<file path="config.mk">
export PLATFORM = sky130hd
export DESIGN_NAME = spi_arbiter_flat
export DESIGN_NICKNAME = d
export VERILOG_FILES = /design/src/rtl/spi_arbiter_if.sv /design/src/rtl/spi_arbiter.sv /design/src/flat_wrapper.sv
export SDC_FILE = /design/constraint.sdc
export NUM_CORES = 1
export LEC_CHECK = 0
export ABC_AREA = 0
export BUFFER_PORTS_ARGS = -buffer_cell sky130_fd_sc_hd__buf_2
export CORE_AREA = 2 2 85 87
export CTS_CLUSTER_SIZE = 40
export DETAILED_ROUTE_END_ITERATION = 7
export DIE_AREA = 0 0 87 89
export GPL_TIMING_DRIVEN = 0
export PLACE_DENSITY = 0.72
export SKIP_LAST_GASP = 1
export SYNTH_ARGS = -nofsm -noshare
export SYNTH_HDL_FRONTEND = slang
export SYNTH_SLANG_ARGS = --single-unit
</file>
<file path="constraint.sdc">
create_clock -name clk -period 3 [get_ports clk]
set_clock_uncertainty 0.1 [all_clocks]
set_input_delay 0.6 -clock clk [delete_from_list [all_inputs] [get_ports clk]]
set_output_delay 0.6 -clock clk [all_outputs]
set_load 0.02 [all_outputs]
</file>
<file path="src/rtl/spi_arbiter_if.sv">
// Bus bundle between the SPI clients, the arbiter and the SPI peripheral.
interface spi_arbiter_if #(
    parameter int unsigned NUM_REQ = 3
);
    logic [NUM_REQ-1:0]    req;
    logic [16*NUM_REQ-1:0] req_data;
    logic [3*NUM_REQ-1:0]  req_ss;
    logic [NUM_REQ-1:0]    gnt;
    logic [NUM_REQ-1:0]    done;
    logic [7:0]            rd_data;
    logic                  busy;
    logic [15:0]           SPI_data;
    logic [2:0]            ss;
    logic                  wrt_SPI;
    logic                  SPI_done;
    logic [7:0]            EEP_data;
    logic                  timeout_err;

    modport slave (
        input  req, req_data, req_ss, SPI_done, EEP_data,
        output gnt, done, rd_data, busy, SPI_data, ss, wrt_SPI, timeout_err
    );

    modport master (
        output req, req_data, req_ss, SPI_done, EEP_data,
        input  gnt, done, rd_data, busy, SPI_data, ss, wrt_SPI, timeout_err
    );
endinterface

</file>
<file path="src/rtl/spi_arbiter.sv">
// Round-robin arbiter sharing one SPI master among NUM_REQ clients.
// Optional BUSY watchdog is compiled in with SPI_ARB_TIMEOUT_EN.
module spi_arbiter #(
    parameter int unsigned NUM_REQ     = 3
`ifdef SPI_ARB_TIMEOUT_EN
   ,parameter int unsigned TIMEOUT_CYC = 4096
`endif
) (
    input  logic         clk,
    input  logic         rst_n,
    spi_arbiter_if.slave bus
);
    localparam int unsigned IDX_W = (NUM_REQ > 1) ? $clog2(NUM_REQ) : 1;

    typedef enum logic [1:0] {IDLE, LAUNCH, BUSY, DONE} state_t;

    state_t             state, state_nxt;
    logic [IDX_W-1:0]   ptr, ptr_nxt;
    logic [IDX_W-1:0]   idx, idx_nxt;
    logic [NUM_REQ-1:0] gnt_q, gnt_nxt;
    logic [NUM_REQ-1:0] done_q, done_nxt;
    logic [7:0]         rd_q, rd_nxt;
    logic               busy_q, busy_nxt;
    logic [15:0]        data_q, data_nxt;
    logic [2:0]         ss_q, ss_nxt;
    logic               wrt_q, wrt_nxt;
    logic               spi_done_ff;
    logic               spi_rise;
    logic               pick_vld;
    logic [IDX_W-1:0]   pick_idx;
    logic [IDX_W-1:0]   cand;
    logic [15:0]        word   [NUM_REQ];
    logic [2:0]         sel_ss [NUM_REQ];

`ifdef SPI_ARB_TIMEOUT_EN
    localparam int unsigned CNT_W = (TIMEOUT_CYC > 2) ? $clog2(TIMEOUT_CYC) : 1;

    logic [CNT_W-1:0] wd_cnt, wd_cnt_nxt;
    logic             to_q, to_nxt;
    logic             wd_hit;

    assign wd_hit = (wd_cnt == CNT_W'(TIMEOUT_CYC - 1));
`endif

    for (genvar g = 0; g < NUM_REQ; g++) begin : g_slice
        assign word[g]   = bus.req_data[16*g +: 16];
        assign sel_ss[g] = bus.req_ss[3*g +: 3];
    end

    // A level left high from an earlier transfer never looks like a new edge
    assign spi_rise = bus.SPI_done & ~spi_done_ff;

    // First set request at or after ptr, wrapping around
    always_comb begin
        pick_vld = 1'b0;
        pick_idx = '0;
        cand     = '0;
        for (int unsigned k = 0; k < NUM_REQ; k++) begin
            cand = IDX_W'((32'(ptr) + k) % NUM_REQ);
            if (!pick_vld && bus.req[cand]) begin
                pick_vld = 1'b1;
                pick_idx = cand;
            end
        end
    end

    always_comb begin
        state_nxt = state;
        ptr_nxt   = ptr;
        idx_nxt   = idx;
        gnt_nxt   = gnt_q;
        done_nxt  = '0;
        rd_nxt    = rd_q;
        busy_nxt  = busy_q;
        data_nxt  = data_q;
        ss_nxt    = ss_q;
        wrt_nxt   = 1'b0;
`ifdef SPI_ARB_TIMEOUT_EN
        wd_cnt_nxt = wd_cnt;
        to_nxt     = 1'b0;
`endif
        case (state)
            IDLE: begin
                if (pick_vld) begin
                    state_nxt = LAUNCH;
                    idx_nxt   = pick_idx;
                    gnt_nxt   = NUM_REQ'(1) << pick_idx;
                    busy_nxt  = 1'b1;
                    data_nxt  = word[pick_idx];
                    ss_nxt    = sel_ss[pick_idx];
                end
            end
            LAUNCH: begin
                state_nxt = BUSY;
                wrt_nxt   = 1'b1;
`ifdef SPI_ARB_TIMEOUT_EN
                wd_cnt_nxt = '0;
`endif
            end
            BUSY: begin
                if (spi_rise) begin
                    state_nxt = DONE;
                    done_nxt  = gnt_q;
                    rd_nxt    = bus.EEP_data;
                end
`ifdef SPI_ARB_TIMEOUT_EN
                else if (wd_hit) begin
                    state_nxt = DONE;
                    done_nxt  = gnt_q;
                    rd_nxt    = 8'hFF;
                    to_nxt    = 1'b1;
                end else begin
                    wd_cnt_nxt = wd_cnt + CNT_W'(1);
                end
`endif
            end
            DONE: begin
                state_nxt = IDLE;
                gnt_nxt   = '0;
                busy_nxt  = 1'b0;
                ptr_nxt   = (32'(idx) == NUM_REQ - 1) ? '0 : idx + IDX_W'(1);
            end
            default: state_nxt = IDLE;
        endcase
    end

    always_ff @(posedge clk or negedge rst_n) begin
        if (!rst_n) begin
            state       <= IDLE;
            ptr         <= '0;
            idx         <= '0;
            gnt_q       <= '0;
            done_q      <= '0;
            rd_q        <= '0;
            busy_q      <= 1'b0;
            data_q      <= '0;
            ss_q        <= '0;
            wrt_q       <= 1'b0;
            spi_done_ff <= 1'b0;
        end else begin
            state       <= state_nxt;
            ptr         <= ptr_nxt;
            idx         <= idx_nxt;
            gnt_q       <= gnt_nxt;
            done_q      <= done_nxt;
            rd_q        <= rd_nxt;
            busy_q      <= busy_nxt;
            data_q      <= data_nxt;
            ss_q        <= ss_nxt;
            wrt_q       <= wrt_nxt;
            spi_done_ff <= bus.SPI_done;
        end
    end

`ifdef SPI_ARB_TIMEOUT_EN
    always_ff @(posedge clk or negedge rst_n) begin
        if (!rst_n) begin
            wd_cnt <= '0;
            to_q   <= 1'b0;
        end else begin
            wd_cnt <= wd_cnt_nxt;
            to_q   <= to_nxt;
        end
    end

    assign bus.timeout_err = to_q;
`else
    assign bus.timeout_err = 1'b0;
`endif

    assign bus.gnt      = gnt_q;
    assign bus.done     = done_q;
    assign bus.rd_data  = rd_q;
    assign bus.busy     = busy_q;
    assign bus.SPI_data = data_q;
    assign bus.ss       = ss_q;
    assign bus.wrt_SPI  = wrt_q;
endmodule

</file>
<file path="src/flat_wrapper.sv">
// flat-port wrapper written by rule: the top's interface ports become plain ports
module spi_arbiter_flat 
#(
    parameter int unsigned NUM_REQ     = 3

)
  (clk, rst_n, bus_req, bus_req_data, bus_req_ss, bus_SPI_done, bus_EEP_data, bus_gnt, bus_done, bus_rd_data, bus_busy, bus_SPI_data, bus_ss, bus_wrt_SPI, bus_timeout_err);
  spi_arbiter_if #(.NUM_REQ(NUM_REQ)) bus_i ();
  input  logic clk;
  input  logic rst_n;
  input wire logic [$bits(bus_i.req)-1:0] bus_req;
  input wire logic [$bits(bus_i.req_data)-1:0] bus_req_data;
  input wire logic [$bits(bus_i.req_ss)-1:0] bus_req_ss;
  input wire logic [$bits(bus_i.SPI_done)-1:0] bus_SPI_done;
  input wire logic [$bits(bus_i.EEP_data)-1:0] bus_EEP_data;
  output wire logic [$bits(bus_i.gnt)-1:0] bus_gnt;
  output wire logic [$bits(bus_i.done)-1:0] bus_done;
  output wire logic [$bits(bus_i.rd_data)-1:0] bus_rd_data;
  output wire logic [$bits(bus_i.busy)-1:0] bus_busy;
  output wire logic [$bits(bus_i.SPI_data)-1:0] bus_SPI_data;
  output wire logic [$bits(bus_i.ss)-1:0] bus_ss;
  output wire logic [$bits(bus_i.wrt_SPI)-1:0] bus_wrt_SPI;
  output wire logic [$bits(bus_i.timeout_err)-1:0] bus_timeout_err;
  assign bus_i.req = bus_req;
  assign bus_i.req_data = bus_req_data;
  assign bus_i.req_ss = bus_req_ss;
  assign bus_i.SPI_done = bus_SPI_done;
  assign bus_i.EEP_data = bus_EEP_data;
  assign bus_gnt = bus_i.gnt;
  assign bus_done = bus_i.done;
  assign bus_rd_data = bus_i.rd_data;
  assign bus_busy = bus_i.busy;
  assign bus_SPI_data = bus_i.SPI_data;
  assign bus_ss = bus_i.ss;
  assign bus_wrt_SPI = bus_i.wrt_SPI;
  assign bus_timeout_err = bus_i.timeout_err;
  spi_arbiter #(.NUM_REQ(NUM_REQ)) u_core (.clk(clk), .rst_n(rst_n), .bus(bus_i));
endmodule
</file>
==> results.md <==
- CTS resizes: 0
- Final hold slack: 0.330 ns
- Worst path required time: 3.13 ns
- Dpl cells: 522
- Syn_nets: 417
- Die Ht: 89 µm
- Leakage: 1.71 nW
- Worst Path Arrival: 2.74 ns
- Crit-path max cell delay: 0.48 ns
- Final setup violation count: 0
- Routed len/inst: 16.2 µm
- Worst Max-Slew Pin Slew: 0.954 ns
- Status: finished clean
- Hold path start: bus_SPI_done
- Via count: 3058
- First-pass GRT wire length: 14000 µm
- Main area contributors after synthesis: dfrtp_1, o211ai_1, and3b_1, nand2_1, nand2b_1
- Library cells used by synthesis: 41
- Root Buffer: clkbuf_8
- Top post-synthesis cells by count: o211ai_1, nand2_1, dfrtp_1
- Post-CTS setup buffers: 0
- # H-tree levels: 2
- Crit path time final: 2.61 ns
- Setup crit start: u_core.ptr[0]$_DFFE_PN0P_
- Sequential share of power: 0.233
- Crit-path max FO: 10
- Most used cell, CP: o211ai_1
- CTS Hold Buffers Added: 0
- Main flop type after synthesis: dfrtp_1
- Ys Warns: 0
- Num rows: 30
- Clock transition at path regs: 0.09 ns
- Fmax: 383 MHz
- CTS Buf Count: 5
- Post-synth EDFFs: 0
- Switching power share of the total: 0.495
- Die X: 87 µm
- Die area: 7740 µm²
- Vias in the first global route: 2998
- Iteration-0 DRC Markers: 192
- RSZ-0062 raised after global routing: no
- Synthesized area: 3000 µm²
- Asr flop ratio synth: 1.00
- GRT Total Usage: 0.230
- RR Startpoint: u_core.ptr[0]$_DFFE_PN0P_
- Post-synth top area share: 0.350
- Number of remaining DRC errors: 0
- Clk pwr share: 0.096
- Startpoint types: flop
- Share of cells above drive strength 1: 0.333
- Initial antenna violation count: 0
- Post-Route WL: 8590 µm
- Vias per inst: 5.77
- Yosys reg bits: 42
- Cell taking the most area after synthesis: dfrtp_1
- Int Pwr: 2.06 mW
- Ant diodes: 0
- Crit end category: flop
- Gp weighted congestion: 0.888
- Post-Syn Instances: 337
- Gate power share: 0.671
- Net load switching power: 2.02 mW
- Setup TNS: 0 ns
- Fillcell total: 617
- Clk Latency, worst-skew pair: 0.30 ns
- Layout area overhead: 23.9%
- PD cells: 1100 nW/µm²
- Remaining global-route overflow: 0
- Largest net degree at the start of global routing: 43
- Layout Utilization: 0.554
- DRT Pass-1 Iters: 4
- Initial Utilization: 0.447
- Clock buffer depth: 2
- Finished Layout Cells: 530
- Port Buffers: 105
- MaxCap Viol Count: 0
- DPL Wire Length: 6360 µm
- Period utilization: 0.870
- CTS tree: done
- Worst hold path class: in2reg
- Slew Limit Fails: 0
- Crit path kind: reg2reg
- Ports: 107
- Highest-delay cell along the critical path: clkbuf_1
- Seq/Total Area, Yosys: 0.350
- Relative slew slack: 0.364
- Hold Vio Cnt, Final: 0
- Top-count cell post-synth: o211ai_1
- Crit path cell chain: inv_1 > ha_1 > buf_2 > nand3b_1 > o21a_1 > a31oi_1 > clkbuf_1 > o211ai_1 > o211ai_1
- CTS sink cnt: 42
- Final ANT Viol Nets: 0
- Mean Syn Cell Area: 8.91 µm²
- NumNets Final: 529
- Core area: 6720 µm²
- Worst VDD drop: 0.467 mV
per-layer routing:
layer | global-route usage | up-vias | share of wire
met1 | 0.315 | 1451 | 0.44
met5 | 0 | - | 0
li1 | - | 1460 | -
met3 | 0.0425 | 16 | 0.073
met2 | 0.357 | 131 | 0.46
met4 | 0.0938 | 0 | 0.019
metrics by stage:
| stage | power [mW] | worst slack (ns) | cell area (µm²) |
|---|---|---|---|
| after floorplan | 2.92 | 0.739 | 3000 |
| after global placement | 3.62 | 0.450 | 3630 |
| after detailed placement | 3.69 | 0.451 | 3630 |
| after CTS | 4.09 | 0.432 | 3720 |
| after global routing | 4.43 | 0.214 | 3720 |
| final | 4.08 | 0.389 | 3720 |
power groups by stage:
stage | Sequential (mW) | Combinational, mW | Clock (mW)
2_1_floorplan | 1.19 | 1.73 | 0
3_5_place_dp | 0.959 | 2.73 | 0
6_report | 0.952 | 2.74 | 0.394
3_3_place_gp | 0.957 | 2.67 | 0
4_1_cts | 0.951 | 2.73 | 0.401
5_1_grt | 0.978 | 3.02 | 0.430
cell type report:
| cell class | instances | area (µm²) | share of cell area |
|---|---|---|---|
| tap | 80 | 100 | 0.0269 |
| multi-input combinational | 252 | 1740 | 0.469 |
| clock buffer | 5 | 68.8 | 0.0185 |
| timing repair buffer | 105 | 526 | 0.141 |
| inverter | 9 | 33.8 | 0.00908 |
| sequential | 42 | 1050 | 0.282 |
| buffer | 34 | 174 | 0.0467 |
| clock inverter | 3 | 23.8 | 0.00639 |
flip-flops by register name, indices dropped and copies added, names as in the netlist:
register	cells
u_core.ptr	2
u_core.bus.rd_data	8
u_core.bus.busy	1
u_core.state	2
u_core.bus.ss	3
u_core.bus.SPI_data	16
u_core.bus.done	3
u_core.spi_done_ff	1
u_core.bus.wrt_SPI	1
u_core.bus.gnt	3
u_core.idx	2
worst max-delay path, delay by kind of cell (launching register included):
kind	cells	cell delay, ns
AO/OA/AOI/OAI	4	0.79
adder cells (fa/ha/maj)	1	0.34
buffers and inverters	3	0.77
flip-flops	1	0.39
AND/OR/NAND/NOR	1	0.15
path summary, 6_finish.rpt:
path                                                            end  slack (ns)  depth (start not counted)
worst max-delay path             u_core.bus.SPI_data[7]$_DFFE_PN0P_        0.39                          9
worst min-delay path                   u_core.spi_done_ff$_DFF_PN0_        0.33                          1
worst max register to register   u_core.bus.SPI_data[7]$_DFFE_PN0P_        0.39                          9
worst min register to register   u_core.bus.SPI_data[8]$_DFFE_PN0P_        0.40                          2
max in group asynchronous       u_core.bus.SPI_data[11]$_DFFE_PN0P_        1.87                          1
min in group asynchronous         u_core.bus.rd_data[7]$_DFFE_PN0P_        0.34                          1
cells in the final DEF (no fill, tap or decap), drive strengths merged, types with 2 or more instances in the layout:
cell type / netlist / final
nand4: 19 / 19
nor2b: 3 / 3
a21oi: 21 / 21
mux2: 12 / 12
o21ai: 8 / 8
nor2: 7 / 7
clkbuf: 15 / 20
ha: 9 / 9
o211ai: 57 / 57
o21a: 5 / 5
nand3: 2 / 2
nand2: 43 / 43
nand2b: 21 / 21
buf: 19 / 124
dfrtp: 42 / 42
inv: 9 / 10
clkinvlp: 0 / 2
nand3b: 5 / 5
mux2i: 3 / 3
and3b: 20 / 20
o41ai: 2 / 2
kinds of logic after synthesis:
| logic type | count (synthesis) | share of synthesized area |
|---|---|---|
| mux | 15 | 0.0588 |
| fa+ha+maj | 9 | 0.0375 |
| other cells | 1 | 0.00125 |
| flops | 42 | 0.350 |
| buf+inv | 43 | 0.0692 |
| simple gates | 125 | 0.240 |
| compound gates | 102 | 0.243 |
(Power assumes the default switching activity.)
